==> src/rtl/z2_bus_cycle.sv <==
// Zorro II / 68000 slave bus-cycle sequencer: strobe synchronisation, target latch,
// per-target wait states, DTACK and data-buffer control for the host bus.
module z2_bus_cycle #(
    parameter int SYNC_STAGES = 2,
    parameter int WAIT_RAM    = 1,
    parameter int WAIT_IO     = 4,
    parameter int WAIT_FLASH  = 6,
    parameter int TIMEOUT     = 255
) (
    input  logic       CLK,
    input  logic       RESET_n,
    input  logic       AS_n,
    input  logic       UDS_n,
    input  logic       LDS_n,
    input  logic       RW,
    input  logic       autoconfig_cycle,
    input  logic       ac_dtack,
    input  logic       ram_access,
    input  logic       ide_access,
    input  logic       ctrl_access,
    input  logic       flash_access,
    output logic [1:0] z2_state,
    output logic       dtack_oe,
    output logic       data_oe,
    output logic       wr_strobe,
    output logic [2:0] target,
    output logic       timeout
);

    typedef enum logic [1:0] {
        S_IDLE  = 2'b00,
        S_START = 2'b01,
        S_DATA  = 2'b10,
        S_END   = 2'b11
    } state_t;

    localparam logic [2:0] TGT_NONE  = 3'd0;
    localparam logic [2:0] TGT_AC    = 3'd1;
    localparam logic [2:0] TGT_IDE   = 3'd2;
    localparam logic [2:0] TGT_CTRL  = 3'd3;
    localparam logic [2:0] TGT_RAM   = 3'd4;
    localparam logic [2:0] TGT_FLASH = 3'd5;

    localparam logic [7:0] W_RAM   = WAIT_RAM[7:0];
    localparam logic [7:0] W_IO    = WAIT_IO[7:0];
    localparam logic [7:0] W_FLASH = WAIT_FLASH[7:0];
    localparam logic [7:0] W_TOUT  = TIMEOUT[7:0];

    state_t                 state;
    logic [SYNC_STAGES-1:0] as_sync;
    logic [SYNC_STAGES-1:0] uds_sync;
    logic [SYNC_STAGES-1:0] lds_sync;
    logic                   as_s;
    logic                   ds_s;
    logic [7:0]             wait_cnt;
    logic [7:0]             wait_limit;
    logic [2:0]             decode_target;
    logic                   ack;

    // Strobes are synchronised individually; ds_s is low when either byte strobe is low.
    always_ff @(posedge CLK or negedge RESET_n) begin
        if (!RESET_n) begin
            as_sync  <= '1;
            uds_sync <= '1;
            lds_sync <= '1;
        end else begin
            as_sync  <= {as_sync[SYNC_STAGES-2:0], AS_n};
            uds_sync <= {uds_sync[SYNC_STAGES-2:0], UDS_n};
            lds_sync <= {lds_sync[SYNC_STAGES-2:0], LDS_n};
        end
    end

    assign as_s = as_sync[SYNC_STAGES-1];
    assign ds_s = uds_sync[SYNC_STAGES-1] & lds_sync[SYNC_STAGES-1];

    always_comb begin
        decode_target = TGT_NONE;
        if (autoconfig_cycle)  decode_target = TGT_AC;
        else if (ide_access)   decode_target = TGT_IDE;
        else if (ctrl_access)  decode_target = TGT_CTRL;
        else if (ram_access)   decode_target = TGT_RAM;
        else if (flash_access) decode_target = TGT_FLASH;
    end

    always_comb begin
        wait_limit = 8'd0;
        case (target)
            TGT_IDE, TGT_CTRL: wait_limit = W_IO;
            TGT_RAM:           wait_limit = W_RAM;
            TGT_FLASH:         wait_limit = W_FLASH;
            default:           wait_limit = 8'd0;
        endcase
    end

    // Autoconfig acknowledges itself; everything else is a fixed wait count.
    assign ack = (target == TGT_AC) ? ac_dtack : (wait_cnt == wait_limit);

    always_ff @(posedge CLK or negedge RESET_n) begin
        if (!RESET_n) begin
            state     <= S_IDLE;
            dtack_oe  <= 1'b0;
            data_oe   <= 1'b0;
            wr_strobe <= 1'b0;
            timeout   <= 1'b0;
            target    <= TGT_NONE;
            wait_cnt  <= 8'd0;
        end else begin
            wr_strobe <= 1'b0;
            timeout   <= 1'b0;
            case (state)
                S_IDLE: begin
                    if (!as_s) state <= S_START;
                end
                S_START: begin
                    if (as_s) begin
                        state <= S_IDLE;
                    end else if (!ds_s) begin
                        target   <= decode_target;
                        wait_cnt <= 8'd0;
                        if (decode_target == TGT_NONE) begin
                            state <= S_END;
                        end else begin
                            state     <= S_DATA;
                            data_oe   <= RW;
                            wr_strobe <= ~RW;
                        end
                    end
                end
                S_DATA: begin
                    if (wait_cnt != 8'hFF) wait_cnt <= wait_cnt + 8'd1;
                    // Abort beats ack, and ack beats timeout.
                    if (as_s) begin
                        state    <= S_IDLE;
                        dtack_oe <= 1'b0;
                        data_oe  <= 1'b0;
                        target   <= TGT_NONE;
                    end else if (ack) begin
                        state    <= S_END;
                        dtack_oe <= 1'b1;
                    end else if (wait_cnt == W_TOUT) begin
                        state   <= S_END;
                        timeout <= 1'b1;
                    end
                end
                S_END: begin
                    if (as_s) begin
                        state    <= S_IDLE;
                        dtack_oe <= 1'b0;
                        data_oe  <= 1'b0;
                        target   <= TGT_NONE;
                    end
                end
                default: state <= S_IDLE;
            endcase
        end
    end

    assign z2_state = state;

endmodule

==> config.mk <==
export PLATFORM = sky130hd
export DESIGN_NAME = z2_bus_cycle
export DESIGN_NICKNAME = d
export VERILOG_FILES = /design/src/rtl/z2_bus_cycle.sv
export SDC_FILE = /design/constraint.sdc
export NUM_CORES = 1
export LEC_CHECK = 0
export CAP_MARGIN = 40
export CORE_ASPECT_RATIO = 0.75
export CORE_MARGIN = 2
export CORE_UTILIZATION = 29
export CTS_CLUSTER_SIZE = 28
export DETAILED_ROUTE_END_ITERATION = 10
export HOLD_SLACK_MARGIN = 0.1
export MAX_ROUTING_LAYER = met4
export PLACE_DENSITY = 0.61
export SLEW_MARGIN = 25
export SYNTH_ARGS = -nofsm -noshare
export SYNTH_HDL_FRONTEND = slang
export SYNTH_SLANG_ARGS = --single-unit
export TNS_END_PERCENT = 50
==> constraint.sdc <==
create_clock -name CLK -period 2.4 [get_ports CLK]
set_input_delay 0.48 -clock CLK [delete_from_list [all_inputs] [get_ports CLK]]
set_output_delay 0.48 -clock CLK [all_outputs]
set_load 0.005 [all_outputs]
# Word level (Yosys, flattened, before mapping)
# Cells that the tools add are included.
dict set report classes {
  bitwise_logic 2
  mux 40
  n_addsub 1
  reduce_logical 12
  n_eq_ne 21
}
# op n
set op_table {}
lappend op_table {{two-way mux 3 bit} 8}
lappend op_table {{two-way mux 8 bit} 3}
lappend op_table {{two-way mux 1 bit} 16}
lappend op_table {{one-hot mux 8 bit (2 select lines)} 1}
lappend op_table {{two-way mux 2 bit} 7}
lappend op_table {{inequality test 2 bit (second input constant)} 6}
lappend op_table {{AND reduction 4 bit} 3}
lappend op_table {{one-hot mux 3 bit (3 select lines)} 1}
lappend op_table {{adder 8 x 1 -> 8 bit (second input constant)} 1}
lappend op_table {{equality test 8 bit} 1}
lappend op_table {{equality test 8 bit (second input constant)} 1}
lappend op_table {{inequality test 8 bit (second input constant)} 1}
lappend op_table {{one-hot mux 2 bit (4 select lines)} 1}
lappend op_table {{equality test 3 x 2 -> 1 bit (second input constant)} 2}
lappend op_table {{equality test 3 bit (second input constant)} 2}
lappend op_table {{inequality test 3 bit (second input constant)} 2}
lappend op_table {{one-hot mux 3 bit (2 select lines)} 1}
lappend op_table {{nonzero test 2 bit} 3}
lappend op_table {{AND reduction 5 bit} 1}
lappend op_table {{equality test 2 bit (second input constant)} 2}
lappend op_table {{inequality test 4 bit (second input constant)} 1}
lappend op_table {{one-hot mux 1 bit (2 select lines)} 2}
lappend op_table {{OR reduction 2 bit} 2}
lappend op_table {{equality test 3 x 1 -> 1 bit (second input constant)} 1}
lappend op_table {{7 further kinds} 7}
dict set report totals {
  reg_bits 23
  inputBits 12
}

# Depth between registers and ports, before layout
# Gate-level depths: netlist of run 1.
dict set report depth {
  word_depth 10
  mapped_depth 6
  depth_no_buf 6
}

# Least setup slack after synthesis of run 1
# No wires, ideal clock.
dict set report synth_timing {
  kind {flip-flop to flip-flop}
  from {reg wait_cnt[0]}
  to {reg wait_cnt[7]}
  stages_incl_launch_ff 7
  n_path_buf 0
  setup_ps 121
  required_time_ps 2279
  t_arrival_ps 1547
  slack_ps 732
  path_cell_list {dfrtp_1 > ha_1 > and3_4 > a41o_4 > nor4_4 > xnor2_1 > nor2_1}
}
dict set report synth_between {
  elab_chain_len 3
  word_cells_on_any_way 6
  cone_classes {add/sub: 1; eq/ne: 2; mux: 2; reduce/logical: 1}
}
# item line_no
set synth_lines {}
lappend synth_lines {{from (decl)} 55} ;# logic [7:0] wait_cnt;
lappend synth_lines {{from (signal assigned)} 130} ;# if (wait_cnt != 8'hFF) wait_cnt <= wait_cnt + 8'd1;
lappend synth_lines {{adder 8 x 1 -> 8 bit / inequality test 8 bit (equally long branches)} 130}
lappend synth_lines {{two-way mux 8 bit / inequality test 2 bit (equally long branches)} n/a}
lappend synth_lines {{one-hot mux 8 bit (2 select lines) / AND reduction 4 bit (equally long branches)} n/a}
# Parallel ways exist; a longest one is shown, timed or not. The select of a mux whose other input is x is not followed.
# A chain may end at the register's enable or synchronous reset.

# Final worst setup path of run 1
dict set report layout_timing {
  from {reg state[1] (netlist: z2_state[1])}
  to {out z2_state[1]}
}
# item line_no
set layout_lines {}
lappend layout_lines {{from (decl)} 49} ;# state_t state;
lappend layout_lines {{from (signal assigned)} 100} ;# state <= S_IDLE;
lappend layout_lines {{from (signal assigned)} 112} ;# if (!as_s) state <= S_START;
lappend layout_lines {{from (signal assigned)} 116} ;# state <= S_IDLE;
lappend layout_lines {{to (decl)} 22} ;# output logic [1:0] z2_state,
# No word-level cell between the ends.

==> impl_metrics.json, run 1 <==
{
  "met2WireLength_um": 1050,
  "fp.dieH_um": 57.9,
  "final.setup.tns_ps": 0,
  "clock_tree.htree_level_count": 1,
  "critical_path_source_type": "flop",
  "max_clock_freq_mhz": 539,
  "unrepaired_setup_endpoints_after_global_routing": "no",
  "grt_max_degree": 24,
  "p_leak_nw": 0.580,
  "final-max-slew-violation-count": 0,
  "cts_tree": "built",
  "cts_root_buffer": "sky130_fd_sc_hd__clkbuf_8",
  "min-delay-path-class": "reg2reg",
  "synthesis.yosys.warnings": 0,
  "timing.max_slew.rel_slack_pct": 66.4,
  "status": "completed",
  "most-common-layout-cells": "sky130_fd_sc_hd__clkdlybuf4s50_1 (20), sky130_fd_sc_hd__dfrtp_1 (17), sky130_fd_sc_hd__nand2_1 (12)",
  "power.total_w": 0.00105,
  "clock_latency_reported_for_the_late_side_of_the_worst_skew_pair_ps": 260,
  "detailroute.via_count": 894,
  "async_flop_share_pct": 100,
  "most_common_library_cell_in_the_layout_ignoring_fill_and_taps": "sky130_fd_sc_hd__clkdlybuf4s50_1",
  "io_buffer_count": 20,
  "via_count_of_the_first_global_routing_pass": 852,
  "worstPathCellList": "clkdlybuf4s50_1",
  "avgViaCountPerCell": 4.91,
  "setup.worst_path.class": "reg2out",
  "gr-usage-all-layers_pct": 12.3,
  "place.gp.congestion": 0.838,
  "crit_path_max_fanout": 10,
  "synthDistinctLibCells": 35,
  "core-area_um2": 3680,
  "yosysTopAreaCell": "sky130_fd_sc_hd__dfrtp_1",
  "number_of_antenna_violations_at_the_first_check_in_global_routing": 0,
  "highest_metal_layer_with_signal_wires": "met4",
  "grt_pass1_wl_um": 3910,
  "worst_ep_required_time_ps": 1920,
  "ys_seq_area_share_pct": 52.0,
  "setup_violations": 0,
  "wl_met1_um": 1130,
  "finalWirelength_um": 2310,
  "syn_inst": 106,
  "placed_cell_count": 178,
  "drcViolationCount": 0,
  "post_drt_wl_per_cell_um": 12.7,
  "report.final.hold_viol_count": 0,
  "synthTopCellsByArea": "sky130_fd_sc_hd__dfrtp_1 (38%), sky130_fd_sc_hd__dfstp_2 (14%), sky130_fd_sc_hd__nand2_1 (4.0%)",
  "detailed_place_hpwl_um": 1690,
  "syn_to_layout_area_delta_pct": 27.8,
  "final_cell_count_no_fill": 182,
  "critical-path-slowest-cell": "sky130_fd_sc_hd__clkdlybuf4s50_1",
  "power.density_nw_per_um2": 732,
  "final_util_pct": 38.9,
  "avg_synthesized_cell_area_um2": 10.6,
  "clk_path_buf_depth": 2,
  "final_area_um2": 1430,
  "critPathArrivalTime_ps": 1380,
  "drt_first_iter_violations": 37,
  "primary_ff_master_synth": "sky130_fd_sc_hd__dfrtp_1",
  "post_cts_buffers": 0,
  "maxCapViolCount": 0,
  "synth_edf_count": 0,
  "worst-path-buf-inv": 1,
  "cts_made_buffers": 3,
  "fin_skew_ps": 3.88,
  "postSynthRegisterBits": 23,
  "drt.antenna.violating_nets": 0,
  "initial_standard_cell_utilization_of_the_core_pct": 30.5,
  "cell_class_contributing_the_biggest_share_of_worst_path_delay": "buffers and inverters",
  "cts_resized": 0,
  "wl_met3_um": 110,
  "timing_worst_slew_pin_value_ps": 497,
  "detailedRoute.firstPassIterationCount": 4,
  "cpPeakStageDelay_ps": 570,
  "overflow": 0,
  "die_width_um": 75.8,
  "synth.top_cell.area_share_pct": 37.9,
  "setup.worst_path.end_class": "output pin",
  "vdd_drop_max_v": 0.000337,
  "post_route_cells_drive_above_1_share_pct": 14.6,
  "io-pin-count": 21,
  "cts.sink_count": 23,
  "post_syn_area_um2": 1120,
  "fin_crit_ps": 1860,
  "postPlaceCellArea_um2": 1390,
  "rows": 19,
  "nNetsFinal": 144,
  "clkTransAtPathRegs_ps": 80,
  "finalCritPeriodShare_pct": 77.4,
  "dieArea_um2": 4390,
  "hold_buffers": 0,
  "synth_fp_nets": 119,
  "antenna_cells_inserted": 0
}
-- routing by layer --
metal | global-route usage [%] | up-vias
met5 | - | -
met4 | 4.26 | 0
met3 | 4.00 | 2
met2 | 17.4 | 19
met1 | 16.4 | 428
li1 | - | 445
-- worst paths after layout --
kind                                          from                      end  slack (ps)  depth (start not counted)
min in group asynchronous                  RESET_n  wait_cnt[7]$_DFFE_PN0P_         560                          2
setup / recovery           z2_state[1]$_DFFE_PN0P_              z2_state[1]         540                          1
hold reg to reg              uds_sync[0]$_DFF_PN1_    uds_sync[1]$_DFF_PN1_         360                          0
hold / removal               uds_sync[0]$_DFF_PN1_    uds_sync[1]$_DFF_PN1_         360                          0
setup reg to reg           wait_cnt[0]$_DFFE_PN0P_  wait_cnt[6]$_DFFE_PN0P_         560                          6
max in group asynchronous                  RESET_n    lds_sync[1]$_DFF_PN1_        1560                          2
-- report_power, final --
part | leakage (nW) | total [W] | switching [W] | internal (W)
logic | 0.264 | 0.000282 | 0.000125 | 0.000157
clock network | 0.0255 | 0.000238 | 0.000123 | 0.000116
registers | 0.291 | 0.000529 | 0.0000813 | 0.000448
total | 0.580 | 0.00105 | 0.000329 | 0.000721
-- cell usage after synthesis (2+ instances only) --
| cell type | number |
|---|---|
| sky130_fd_sc_hd__a211oi_1 | 3 |
| sky130_fd_sc_hd__a21oi_1 | 3 |
| sky130_fd_sc_hd__a31oi_1 | 3 |
| sky130_fd_sc_hd__and2_1 | 2 |
| sky130_fd_sc_hd__and4bb_2 | 2 |
| sky130_fd_sc_hd__dfrtp_1 | 17 |
| sky130_fd_sc_hd__dfstp_2 | 6 |
| sky130_fd_sc_hd__inv_1 | 4 |
| sky130_fd_sc_hd__nand2_1 | 12 |
| sky130_fd_sc_hd__nand3_1 | 7 |
| sky130_fd_sc_hd__nor2_1 | 9 |
| sky130_fd_sc_hd__nor2b_1 | 2 |
| sky130_fd_sc_hd__nor3_1 | 5 |
| sky130_fd_sc_hd__o21ai_0 | 6 |
| sky130_fd_sc_hd__o31ai_1 | 3 |
| sky130_fd_sc_hd__o41ai_1 | 2 |
| sky130_fd_sc_hd__xnor2_1 | 2 |
-- cell families after synthesis --
| group | after synthesis | synth area share (%) |
|---|---|---|
| DFF | 23 | 52.0 |
| buffers and inverters | 5 | 2.01 |
| and+or+nand+nor | 48 | 25.5 |
| adders and majority gates | 2 | 2.12 |
| xor gates and xnor gates | 3 | 2.34 |
| AOI/OAI and AO/OA | 25 | 16.1 |
-- layout make-up --
| class | instances | area, um^2 |
|---|---|---|
| Clock inverter | 1 | 5.00 |
| Inverter | 4 | 15.0 |
| Timing Repair Buffer | 21 | 208 |
| Sequential cell | 23 | 583 |
| Clock buffer | 3 | 41.3 |
| Fill cell | 364 | 2250 |
| Multi-Input combinational cell | 78 | 517 |
| Tap cell | 52 | 65.1 |
-- metrics by stage --
stage | hold slack (ps) | setup WS, ps
after global routing | 362 | 418
after floorplan | 184 | 732
after detailed placement | 348 | 398
final | 359 | 543
after global placement | 346 | 418
after CTS | 360 | 535
-- sequential cells by signal (all words and copies together), names as in the netlist --
name       count
wait_cnt       8
lds_sync       2
timeout        1
dtack_oe       1
target         3
data_oe        1
uds_sync       2
as_sync        2
wr_strobe      1
z2_state       2
Power figures use the tool's default switching activity.
==> run 2, diff against run 1 <==
Settings changed: PLACE_DENSITY 0.61 to 0.63.
Clock period 2.4 ns to 1.65 ns, I/O delays scaled along.
==> impl_metrics.json, run 2 (same netlist as run 1, synthesis figures left out) <==
{
  "critical-path-slowest-cell": "sky130_fd_sc_hd__dfrtp_1",
  "drt.antenna.violating_nets": 0,
  "largest-register": "wait_cnt",
  "cts_root_buffer": "sky130_fd_sc_hd__clkbuf_8",
  "postPlaceCellArea_um2": 1480,
  "finalCritPeriodShare_pct": 95.9,
  "worstPathCellList": "buf_4 > maj3_2 > o31ai_2 > a22oi_1 > and4bb_2",
  "worst_ep_required_time_ps": 1800,
  "reg_area_um2": 586,
  "grt_pass1_wl_um": 4320,
  "min-delay-path-class": "reg2reg",
  "critPathArrivalTime_ps": 1740,
  "final_area_um2": 1570,
  "layout.filler_cells": 344,
  "critPathCapture": "timeout$_DFF_PN0_",
  "fin_crit_ps": 1580,
  "cts_made_buffers": 3,
  "detailedRoute.firstPassIterationCount": 4,
  "biggestRegsByFlops": "wait_cnt x8, target x3",
  "launching_instance_or_port_of_the_critical_path": "target[2]$_DFFE_PN0P_",
  "largest_reg_flops": 8,
  "setup.worst_path.class": "reg2reg",
  "cpPeakStageDelay_ps": 380,
  "most_common_library_cell_in_the_layout_ignoring_fill_and_taps": "sky130_fd_sc_hd__clkdlybuf4s50_1",
  "power.total_w": 0.00163,
  "rows": 19,
  "holdPathStages": 0,
  "grt_max_degree": 24,
  "core-area_um2": 3680,
  "unrepaired_setup_endpoints_after_global_routing": "no",
  "clkTransAtPathRegs_ps": 80,
  "final.setup.tns_ps": 0,
  "reg2regPathDepth": 5,
  "status": "completed",
  "gr-usage-all-layers_pct": 13.2,
  "r2r-end": "timeout$_DFF_PN0_",
  "clock_tree.htree_level_count": 1,
  "setup_slack_of_the_critical_path_after_layout_ps": 67.0,
  "place.gp.congestion": 0.743,
  "detailroute.via_count": 965,
  "setup_violations": 0,
  "most-common-layout-cells": "sky130_fd_sc_hd__clkdlybuf4s50_1 (18), sky130_fd_sc_hd__dfrtp_1 (15), sky130_fd_sc_hd__buf_4 (13)",
  "via_count_of_the_first_global_routing_pass": 955,
  "fin_skew_ps": 2.17,
  "final-max-slew-violation-count": 0,
  "io-pin-count": 21,
  "hold_buffers": 0,
  "dieArea_um2": 4390,
  "report.final.hold_viol_count": 0,
  "antenna_cells_inserted": 0,
  "final_util_pct": 42.5,
  "maxCapViolCount": 0,
  "max_clock_freq_mhz": 632,
  "io_buffer_count": 20,
  "crit_path_max_fanout": 3,
  "timing_worst_slew_pin_value_ps": 421,
  "power.density_nw_per_um2": 1040,
  "drcViolationCount": 0,
  "post_drt_wl_per_cell_um": 12.9,
  "fp.dieH_um": 57.9,
  "nNetsFinal": 157,
  "avgViaCountPerCell": 4.95,
  "multiInputGateArea_um2": 537,
  "cts_tree": "built",
  "number_of_antenna_violations_at_the_first_check_in_global_routing": 0,
  "clock_latency_reported_for_the_late_side_of_the_worst_skew_pair_ps": 260,
  "cts.sink_count": 23,
  "p_leak_nw": 0.671,
  "rrSetupSlack_ps": 70,
  "syn_to_layout_area_delta_pct": 39.5,
  "setup.worst_path.end_class": "flop",
  "clk_path_buf_depth": 2,
  "critical_path_source_type": "flop",
  "post_route_cells_drive_above_1_share_pct": 26.6,
  "detailed_place_hpwl_um": 1890,
  "overflow": 0,
  "initial_standard_cell_utilization_of_the_core_pct": 30.5,
  "drt_first_iter_violations": 20,
  "worst_r2r_src": "target[2]$_DFFE_PN0P_",
  "vdd_drop_max_v": 0.000492,
  "finalWirelength_um": 2510,
  "timing.max_slew.rel_slack_pct": 71.7,
  "die_width_um": 75.8,
  "detailedPlace.worstSlack_ps": -94.1
}
==> run 2: cell count changes in the layout (fill, tap and decap cells not counted), sizes merged <==
cell           previous run  this run
buf                       1        14
clkdlybuf4s50            20        18
dlymetal6s2s              0         2
clkinv                    1         0
clkinvlp                  0         1
==> run 2: final cells by class <==
class,count,area share (%)
flip-flops and latches,23,37.4
multi-input cells,78,34.3
repair buffers,34,20.1
well taps,52,4.16
clock buffers,3,2.64
inverters,4,0.959
clock inverters,1,0.480
==> run 2: worst min path at each step <==
| stage | start | to |
|---|---|---|
| 2_1_floorplan | RESET_n | data_oe$_DFFE_PN0P_ |
| 3_3_place_gp | uds_sync[0]$_DFF_PN1_ | uds_sync[1]$_DFF_PN1_ |
| 5_1_grt | lds_sync[0]$_DFF_PN1_ | lds_sync[1]$_DFF_PN1_ |
| 4_1_cts | lds_sync[0]$_DFF_PN1_ | lds_sync[1]$_DFF_PN1_ |
| 6_report | uds_sync[0]$_DFF_PN1_ | uds_sync[1]$_DFF_PN1_ |
| 3_5_place_dp | lds_sync[0]$_DFF_PN1_ | lds_sync[1]$_DFF_PN1_ |
==> run 2: per-layer routing <==
layer / up-vias / GRT usage [%] / part of all wire [%] / wire, um
met1: 470 / 18.4 / 50 / 1250
met4: 0 / 2.26 / 0.32 / 8
li1: 472 / - / - / -
met2: 21 / 18.7 / 45 / 1130
met5: - / - / 0 / 0
met3: 2 / 4.70 / 5.1 / 127
==> run 2: timing repair <==
| action | in CTS | in global routing |
|---|---|---|
| cloned | 0 | 0 |
| gates resized for setup | 2 | 6 |
| buffers inserted | 1 | 0 |
| endpoints found under the setup margin | 4 | 7 |
| pin swaps | 2 | 1 |
==> run 2: worst max-delay path, delay by kind of cell (launching register included) <==
| family | cells | cell delay [ps] |
|---|---|---|
| AOI/OAI and AO/OA | 2 | 390 |
| adders and majority gates | 1 | 310 |
| buffers and inverters | 1 | 150 |
| DFF | 1 | 380 |
| and+or+nand+nor | 1 | 260 |
==> run 2: where the power goes <==
group          internal [W]  switching, W
clock              0.000170      0.000179
combinational      0.000297      0.000243
sequential         0.000653     0.0000826
total               0.00112      0.000504
==> run 2: per-stage QoR <==
| stage | std cells | hold slack (ps) |
|---|---|---|
| after global routing | 195 | 369 |
| after global placement | 190 | 348 |
| after CTS | 195 | 362 |
| final | 195 | 362 |
| after floorplan | 106 | 34.4 |
| after detailed placement | 190 | 350 |
==> run 3, diff against run 2 <==
Settings changed: CORE_UTILIZATION 29 to 45, PLACE_DENSITY 0.63 to 0.85.
==> impl_metrics.json, run 3 (same netlist as run 1, synthesis figures left out) <==
{
  "status": "completed",
  "drcViolationCount": 0,
  "postPlaceCellArea_um2": 1450,
  "finalWirelength_um": 2510,
  "gr-usage-all-layers_pct": 19.3,
  "critical_path_source_type": "flop",
  "cts_root_buffer": "sky130_fd_sc_hd__clkbuf_4",
  "nNetsFinal": 157,
  "largest_reg_flops": 8,
  "crit_path_max_fanout": 5,
  "initial_standard_cell_utilization_of_the_core_pct": 48.2,
  "setup.worst_path.end_class": "flop",
  "most_common_library_cell_in_the_layout_ignoring_fill_and_taps": "sky130_fd_sc_hd__clkdlybuf4s50_1",
  "avgViaCountPerCell": 5.35,
  "number_of_antenna_violations_at_the_first_check_in_global_routing": 0,
  "dieArea_um2": 2910,
  "clk_path_buf_depth": 2,
  "setup.worst_path.class": "reg2reg",
  "drt.antenna.violating_nets": 0,
  "fin_crit_ps": 1630,
  "post_route_cells_drive_above_1_share_pct": 28.7,
  "detailed_place_hpwl_um": 1930,
  "timing.max_slew.rel_slack_pct": 70.7,
  "detailroute.via_count": 947,
  "post_drt_wl_per_cell_um": 14.2,
  "drt_first_iter_violations": 31,
  "fin_skew_ps": 6.39,
  "cts_tree": "built",
  "cts.sink_count": 23,
  "cts_made_buffers": 3,
  "clock_latency_reported_for_the_late_side_of_the_worst_skew_pair_ps": 310,
  "clkTransAtPathRegs_ps": 130,
  "unrepaired_setup_endpoints_after_global_routing": "yes",
  "vdd_drop_max_v": 0.000624,
  "power.total_w": 0.00155,
  "die_width_um": 61.7,
  "maxCapViolCount": 0,
  "critPathArrivalTime_ps": 1830,
  "clock_tree.htree_level_count": 1,
  "grt_max_degree": 24,
  "min-delay-path-class": "in2async",
  "detailedRoute.firstPassIterationCount": 4,
  "rrSetupSlack_ps": 20,
  "finalCritPeriodShare_pct": 98.6,
  "highest_metal_layer_with_signal_wires": "met4",
  "fp.dieH_um": 47.3,
  "setup_violations": 0,
  "rows": 15,
  "biggestRegsByFlops": "wait_cnt x8, target x3",
  "syn_to_layout_area_delta_pct": 37.5,
  "core-area_um2": 2330,
  "io_buffer_count": 20,
  "met2WireLength_um": 1210,
  "final_area_um2": 1540,
  "report.final.hold_viol_count": 0,
  "timing_worst_slew_pin_value_ps": 437,
  "overflow": 0,
  "power.density_nw_per_um2": 1010,
  "io-pin-count": 21,
  "antenna_cells_inserted": 0,
  "hold_buffers": 0,
  "grt_pass1_wl_um": 3930,
  "final-max-slew-violation-count": 0,
  "via_count_of_the_first_global_routing_pass": 898,
  "worst_ep_required_time_ps": 1860,
  "wl_met1_um": 1120,
  "max_clock_freq_mhz": 615,
  "p_leak_nw": 0.678,
  "largest-register": "wait_cnt",
  "place.gp.congestion": 0.833,
  "most-common-layout-cells": "sky130_fd_sc_hd__clkdlybuf4s50_1 (17), sky130_fd_sc_hd__dfrtp_1 (15), sky130_fd_sc_hd__buf_4 (13)",
  "wl_met3_um": 140
}
run 3: cell types whose count changed in the layout (fill, tap and decap cells not counted), sizes merged:
cell           previous run  this run
dlygate4sd2               0         2
clkdlybuf4s50            18        17
dlymetal6s2s              2         1
run 3: cell type report:
type / count / area [um^2]
well taps: 34 / 42.5
repair buffers: 34 / 309
fillers: 209 / 785
clock buffers: 3 / 22.5
clock inverters: 1 / 7.51
multi-input cells: 78 / 561
inverters: 4 / 15.0
flip-flops and latches: 23 / 586
run 3: path summary, 6_finish.rpt:
check / from / end / cells after the start
max: wait_cnt[0]$_DFFE_PN0P_ / wait_cnt[3]$_DFFE_PN0P_ / 6
min: RESET_n / wait_cnt[2]$_DFFE_PN0P_ / 2
max reg2reg: wait_cnt[0]$_DFFE_PN0P_ / wait_cnt[3]$_DFFE_PN0P_ / 6
min reg2reg: uds_sync[0]$_DFF_PN1_ / uds_sync[1]$_DFF_PN1_ / 0
max in group asynchronous: RESET_n / lds_sync[1]$_DFF_PN1_ / 2
min in group CLK: uds_sync[0]$_DFF_PN1_ / uds_sync[1]$_DFF_PN1_ / 0
run 3: per-layer routing:
layer | global-route usage, % | up-vias
li1 | - | 468
met1 | 23.7 | 450
met2 | 31.8 | 25
met3 | 5.51 | 4
met4 | 4.68 | 0
met5 | - | -
run 3: timing repair:
action | CTS | global route
endpoints found under the setup margin | 4 | 11
setup buffers | 2 | 0
pin swaps | 2 | 0
gates resized for setup | 5 | 8
run 3: through the flow:
step | setup WS (ps) | setup TNS, ps | instances | util, % | hold WS (ps)
2_1_floorplan | 5.59 | 0 | 106 | - | 34.4
3_3_place_gp | -37.8 | -65.7 | 171 | 62.3 | 347
3_5_place_dp | -92.9 | -187 | 171 | 62.3 | 347
4_1_cts | 3.98 | 0 | 177 | 64.4 | 366
5_1_grt | -30.7 | -99.3 | 177 | 66.3 | 369
6_report | 23.0 | 0 | 177 | 66.3 | 366
run 3: worst max-delay path, cell delays in order, from the launching register on:
cell and delay (ps):
sky130_fd_sc_hd__dfrtp_1 410, sky130_fd_sc_hd__ha_2 190, sky130_fd_sc_hd__and3_4 200, sky130_fd_sc_hd__a41o_4 290, sky130_fd_sc_hd__buf_4 150, sky130_fd_sc_hd__o211ai_1 170, sky130_fd_sc_hd__o31ai_1 100
run 3: report_power, final:
part	internal, W	switching, W	leakage, nW
Combinational	0.000302	0.000255	0.376
Clock	0.0000925	0.000172	0.0139
Sequential	0.000652	0.0000812	0.288
